--- src/rtl/yuv422_packer.sv ---
// yuv422_packer: pairs 4:4:4 YUV pixels into packed YUYV 4:2:2 words.
// Ports: clk, rst (async, active-high); y/u/v, in_valid, in_eol, in_ready
// (pixel input); out_data {V,Y1,U,Y0}, out_eol, out_valid, out_ready (word output).
module yuv422_packer (
    input  logic        clk,
    input  logic        rst,
    input  logic [7:0]  y,
    input  logic [7:0]  u,
    input  logic [7:0]  v,
    input  logic        in_valid,
    input  logic        in_eol,
    output logic        in_ready,
    output logic [31:0] out_data,
    output logic        out_eol,
    output logic        out_valid,
    input  logic        out_ready
);

    typedef enum logic {
        EVEN = 1'b0,
        ODD  = 1'b1
    } phase_t;

    phase_t     phase;
    logic [7:0] y0_q;
    logic [7:0] u0_q;
    logic [7:0] v0_q;

    logic       out_space;
    logic       accept;
    logic       load;
    logic [7:0] u_avg;
    logic [7:0] v_avg;

    // Round-half-up mean of two offset-128 chroma samples; 9-bit sum,
    // so the result always fits in 8 bits.
    function automatic logic [7:0] avg8(input logic [7:0] a, input logic [7:0] b);
        return 8'(({1'b0, a} + {1'b0, b} + 9'd1) >> 1);
    endfunction

    assign out_space = !out_valid || out_ready;

    // A non-eol first-of-pair pixel only fills the hold registers, so it
    // never needs output space; everything else loads the output register.
    assign in_ready = (phase == EVEN && !in_eol) ? 1'b1 : out_space;
    assign accept   = in_valid && in_ready;
    assign load     = accept && (phase == ODD || in_eol);

    assign u_avg = avg8(u0_q, u);
    assign v_avg = avg8(v0_q, v);

    always_ff @(posedge clk or posedge rst) begin
        if (rst) begin
            phase     <= EVEN;
            y0_q      <= 8'h00;
            u0_q      <= 8'h00;
            v0_q      <= 8'h00;
            out_data  <= 32'h0;
            out_eol   <= 1'b0;
            out_valid <= 1'b0;
        end else begin
            if (accept) begin
                unique case (phase)
                    EVEN: begin
                        if (!in_eol) begin
                            y0_q  <= y;
                            u0_q  <= u;
                            v0_q  <= v;
                            phase <= ODD;
                        end
                    end
                    ODD: begin
                        phase <= EVEN;
                    end
                    default: phase <= EVEN;
                endcase
            end

            if (load) begin
                if (phase == ODD) begin
                    out_data <= {v_avg, y, u_avg, y0_q};
                    out_eol  <= in_eol;
                end else begin
                    // Lone last pixel of an odd-length line: duplicate it.
                    out_data <= {v, y, u, y};
                    out_eol  <= 1'b1;
                end
                out_valid <= 1'b1;
            end else if (out_valid && out_ready) begin
                out_valid <= 1'b0;
            end
        end
    end

endmodule

--- config.mk ---
export PLATFORM = sky130hd
export DESIGN_NAME = yuv422_packer
export DESIGN_NICKNAME = d
export VERILOG_FILES = /design/src/rtl/yuv422_packer.sv
export SDC_FILE = /design/constraint.sdc
export NUM_CORES = 1
export LEC_CHECK = 0
export BUFFER_PORTS_ARGS = -buffer_cell sky130_fd_sc_hd__buf_2
export CAP_MARGIN = 20
export CORE_MARGIN = 4
export CORE_UTILIZATION = 50
export DETAILED_ROUTE_END_ITERATION = 10
export GPL_TIMING_DRIVEN = 0
export MAX_ROUTING_LAYER = met4
export PLACE_DENSITY_LB_ADDON = 0.1
export RECOVER_POWER = 50
export SETUP_SLACK_MARGIN = 0.3
export SYNTH_ARGS = -nofsm -noshare
export SYNTH_HDL_FRONTEND = slang
export SYNTH_SLANG_ARGS = --single-unit
--- constraint.sdc ---
create_clock -name clk -period 5.91 [get_ports clk]
set_input_delay 1.773 -clock clk [delete_from_list [all_inputs] [get_ports clk]]
set_output_delay 1.773 -clock clk [all_outputs]
set_load 0.05 [all_outputs]
**Word level (Yosys, flattened, before mapping)**

Cells that the tools add are included.

- Add/sub/neg operators: 4
- Muxes and demuxes: 7
- Bitwise gates (word level): 2
- Reductions and logical operators: 10

Operators with widths:

| kind | number |
|---|---|
| 32-bit two-way mux | 1 |
| 8-bit by 8-bit adder with 9-bit output | 2 |
| 9-bit by 1-bit adder with 9-bit output, second input constant | 2 |
| 1-bit two-way mux | 5 |
| 1-bit logical AND | 4 |
| 3-bit AND reduction | 1 |
| 1-bit zero test | 2 |
| 1-bit logical OR | 2 |
| 1-bit inverter | 2 |
| 1-bit one-hot mux with 2 select lines | 1 |
| 2-bit nonzero test | 1 |

- Register bits: 59
- Input port bits: 29
- Output and inout bits: 35
- Word-level logic and storage cells: 30

**Logic depth before layout (Yosys ltp)**

- Depth in word-level cells: 6
- Gate-level depth with buffers: 8
- Gate-level depth less buffers: 8

**Least setup slack after synthesis**

Ideal clock, no wire load.

- Kind: input-to-output
- Start: in in_eol
- End: out in_ready
- Data arrival time: 2.508 ns
- Required time: 4.137 ns
- Setup slack: 1.629 ns
- Stages: 1
- Path buffers: 0
- Cells stage by stage: o21bai_1

- Longest elaborated chain between the ends: 3

RTL lines:

| item | line | RTL |
|---|---|---|
| from (decl) | 11 | `input logic in_eol,` |
| 1-bit zero test | -- |  |
| 1-bit logical AND | 45 | `assign in_ready = (phase == EVEN && !in_eol) ? 1'b1 : out_space;` |
| 1-bit two-way mux | 45 |  |
| to (decl) | 12 | `output logic in_ready,` |

No other way between the ends.

**Worst setup path in the final report**

- Start: in out_ready
- End: out in_ready

- Longest elaborated chain between the ends: 2

RTL lines:

| item | line | RTL |
|---|---|---|
| from (decl) | 16 | `input logic out_ready` |
| 1-bit logical OR | 41 | `assign out_space = !out_valid \|\| out_ready;` |
| 1-bit two-way mux | 45 |  |

No other way between the ends.

==> out/summary.json <==
{
  "post_synth_main_area_contributors": "sky130_fd_sc_hd__dfrtp_1 (50%), sky130_fd_sc_hd__mux2_2 (8.8%), sky130_fd_sc_hd__nand2_1 (6.6%)",
  "critical_path_cell_count": 4,
  "clk_root_buffer_cell": "sky130_fd_sc_hd__clkbuf_8",
  "antenna_cells_inserted": 0,
  "max-clock-path-buffers": 2,
  "grt_antenna_before_repair": 0,
  "ys_dominant_reg_cell": "sky130_fd_sc_hd__dfrtp_1",
  "detail-route-antenna-nets": 0,
  "run_status": "finished, violations left",
  "portBuffers": 63,
  "worst_slew_margin_rel": -0.103,
  "portion_of_the_clock_cycle_consumed_by_the_worst_path_in_the_final_layout": 0.733,
  "critPathMaxStageDelay_ns": 0.24,
  "grt_start_max_net_pins": 32,
  "dr_total_vias": 2280,
  "timing.final.max_slew_violations": 32,
  "die_w_um": 84.8,
  "wire_per_inst_um": 15.8,
  "grt_setup_unrepaired": "no",
  "p_per_area_nw_per_um2": 574,
  "clock_skew_ns": 0.0107,
  "post-cts-setup-buffer-count": 0,
  "relative_area_change_from_synthesis_to_final_layout_pct": 19.7,
  "power.leakage_nw": 1.70,
  "final_common_cell": "sky130_fd_sc_hd__dfrtp_1",
  "postRouteWirelength_mm": 6.75,
  "final_cell_area_um2": 3530,
  "final_sum_of_negative_setup_slack_ns": 0,
  "postSynthNetCount": 321,
  "synth.lib_cells_used.distinct": 40,
  "cts_made_buffers": 9,
  "critical_path_s_top_delay_family": "buffers and inverters",
  "final-setup-viol-count": 0,
  "clock_power_share": 0.181,
  "cp.buffers_inverters": 2,
  "layout.nets": 396,
  "critical_path_slowest_stage_cell": "sky130_fd_sc_hd__nand2b_1",
  "placed_cells_incl_taps": 412,
  "power.sequential.fraction": 0.323,
  "path_common_cell": "sky130_fd_sc_hd__buf_2",
  "timing.final.crit_period_ns": 4.33,
  "layout-drive-gt1-share": 0.284,
  "critical_path.endpoint_type": "output port",
  "floorplan.io_pins": 64,
  "utilization": 0.629,
  "worstPathMaxFanout": 5,
  "timing_worst_slew_pin_value_ns": 1.65,
  "drt-initial-drc-count": 64,
  "cts-htree-levels": 3,
  "total_switching_power_w": 0.000932,
  "tritoncts": "built",
  "first_global_vias": 2362,
  "sw_frac_of_total": 0.461,
  "number_of_synthesized_flops_with_an_enable_pin": 0,
  "hold_path_class": "register to register",
  "netlist.top_cell.by_area": "sky130_fd_sc_hd__dfrtp_1",
  "count_of_hold_fix_buffers_inserted_at_cts": 0,
  "postSynth.asyncResetShare": 1.00,
  "route.detailed.vias_per_inst": 5.33,
  "timing_worst_setup_path_type": "primary input to output port",
  "rows": 27,
  "design.die.area_um2": 7190,
  "power.total_w": 0.00202,
  "worstSkewPairLatency_ns": 0.34,
  "synth_seq_cells": 59,
  "post_cts.resized_instances": 0,
  "placer_s_final_routability_congestion_estimate": 0.831,
  "internal_power_w": 0.00109,
  "coreArea_um2": 5610,
  "synthesis.yosys.warnings": 0,
  "layout_common_cells": "sky130_fd_sc_hd__dfrtp_1 (59), sky130_fd_sc_hd__buf_2 (57), sky130_fd_sc_hd__nand2_1 (52)",
  "timing.critical_path.cells": "buf_2, nand2b_1, o21bai_1, buf_2",
  "cts.sinks": 59,
  "max_clock_freq_mhz": 231,
  "dr.pass1.iters": 4,
  "comb_power_share": 0.495,
  "synth.cell_area_um2": 2950,
  "grt_overflow_total": 0,
  "critPathRequiredTime_ns": 4.14,
  "synthesis.area_per_instance_um2": 10.7,
  "die_h_um": 84.8,
  "timing.max_cap.violations": 1,
  "start_kind": "primary input",
  "cp_data_arrival_time_ns": 2.56,
  "syn-instance-count": 276,
  "place_area_um2": 3370,
  "min_delay_path_depth": 2,
  "clk_transition_reported_paths_ns": 0.07,
  "yosysSeqAreaShare": 0.501,
  "final-hold-violation-count": 0,
  "floorplan.initialDensity": 0.525,
  "grt_pass1_wl_mm": 11.5,
  "worst_ir_drop_vdd_mv": 0.279,
  "reg2regPathDepth": 4,
  "remaining_drc_errors": 0,
  "final_cell_count_no_fill": 428,
  "post-synth-top-area-fraction": 0.501,
  "detailedPlacementHpwl_mm": 4.90,
  "groute.usage.overall": 0.209,
  "violations": "capacitance limit, slew limit"
}
## final cells by class
| cell class | count | area [µm²] |
|---|---|---|
| Clock buffer | 11 | 141 |
| Inverter | 5 | 18.8 |
| Timing Repair Buffer | 64 | 309 |
| Clock inverter | 5 | 52.6 |
| Multi-Input combinational cell | 200 | 1390 |
| Sequential cell | 59 | 1480 |
| Tap cell | 72 | 90.1 |
| Fill cell | 512 | 2080 |
| Buffer | 12 | 51.3 |
## power by group through the flow
| stage | Clock [W] | Combinational, W | Sequential (W) |
|---|---|---|---|
| floorplan | 0 | 0.000446 | 0.000995 |
| global placement | 0 | 0.000998 | 0.000654 |
| detailed placement | 0 | 0.00102 | 0.000662 |
| CTS | 0.000373 | 0.00102 | 0.000655 |
| global route | 0.000397 | 0.00108 | 0.000678 |
| finish | 0.000367 | 0.00100 | 0.000654 |
## stage by stage
stage,worst slack [ns],hold WS (ns)
final,1.58,0.475
after global routing,1.53,0.497
after CTS,1.59,0.478
after detailed placement,1.59,0.460
after global placement,1.59,0.454
after floorplan,1.63,0.480
## Yosys cell counts, types with 2 or more instances
library cell,count
sky130_fd_sc_hd__and3_1,3
sky130_fd_sc_hd__o211ai_1,2
sky130_fd_sc_hd__a31oi_1,3
sky130_fd_sc_hd__nand2_1,52
sky130_fd_sc_hd__mux2_2,23
sky130_fd_sc_hd__a21oi_1,17
sky130_fd_sc_hd__nor2_1,8
sky130_fd_sc_hd__a21o_1,5
sky130_fd_sc_hd__clkbuf_1,8
sky130_fd_sc_hd__fa_1,2
sky130_fd_sc_hd__mux2i_1,10
sky130_fd_sc_hd__inv_1,5
sky130_fd_sc_hd__buf_4,2
sky130_fd_sc_hd__xnor2_1,8
sky130_fd_sc_hd__or3_1,2
sky130_fd_sc_hd__o21bai_1,2
sky130_fd_sc_hd__buf_2,2
sky130_fd_sc_hd__dfrtp_1,59
sky130_fd_sc_hd__o21ai_0,26
sky130_fd_sc_hd__ha_1,14
sky130_fd_sc_hd__o21a_1,2
sky130_fd_sc_hd__nor3_1,3
## registers in the layout, indices dropped and copies added, names as in the netlist
name       flops
out_data      32
u0_q           8
v0_q           8
y0_q           8
out_eol        1
out_valid      1
phase          1
## worst register-to-register path, delay by kind of cell (launching register included)
| family | cells | cell delay (ns) |
|---|---|---|
| flip-flops | 1 | 0.36 |
| AND/OR/NAND/NOR | 1 | 0.99 |
| multiplexers | 1 | 0.41 |
| buffers and inverters | 2 | 0.70 |
## final timing paths
path / endpoint / start / slack, ns
setup / recovery: in_ready / out_ready / 1.58
hold / removal: out_data[17]$_DFFE_PP0P_ / out_data[17]$_DFFE_PP0P_ / 0.48
setup reg to reg: v0_q[3]$_DFFE_PP0P_ / phase$_DFFE_PP0N_ / 3.35
hold reg to reg: out_data[17]$_DFFE_PP0P_ / out_data[17]$_DFFE_PP0P_ / 0.48
max in group asynchronous: u0_q[0]$_DFFE_PP0P_ / rst / 2.09
min in group asynchronous: out_data[5]$_DFFE_PP0P_ / rst / 1.72
## metal layers
| layer | up-vias | GRT usage | wire, µm |
|---|---|---|---|
| li1 | 1118 | - | - |
| met1 | 1101 | 0.259 | 3080 |
| met2 | 48 | 0.329 | 3200 |
| met3 | 13 | 0.0491 | 295 |
| met4 | 0 | 0.0892 | 170 |
| met5 | - | - | 0 |
## logic make-up (layout without fill, tap and decap cells)
family	count (synthesis)	after routing	synth area share
buf+inv	17	97	0.0251
compound gates	67	67	0.140
xor+xnor	9	9	0.0268
mux	33	33	0.122
flops	59	59	0.501
fa+ha+maj	16	16	0.0730
simple gates	75	75	0.113
No activity file was read; power rests on OpenSTA's default activity.
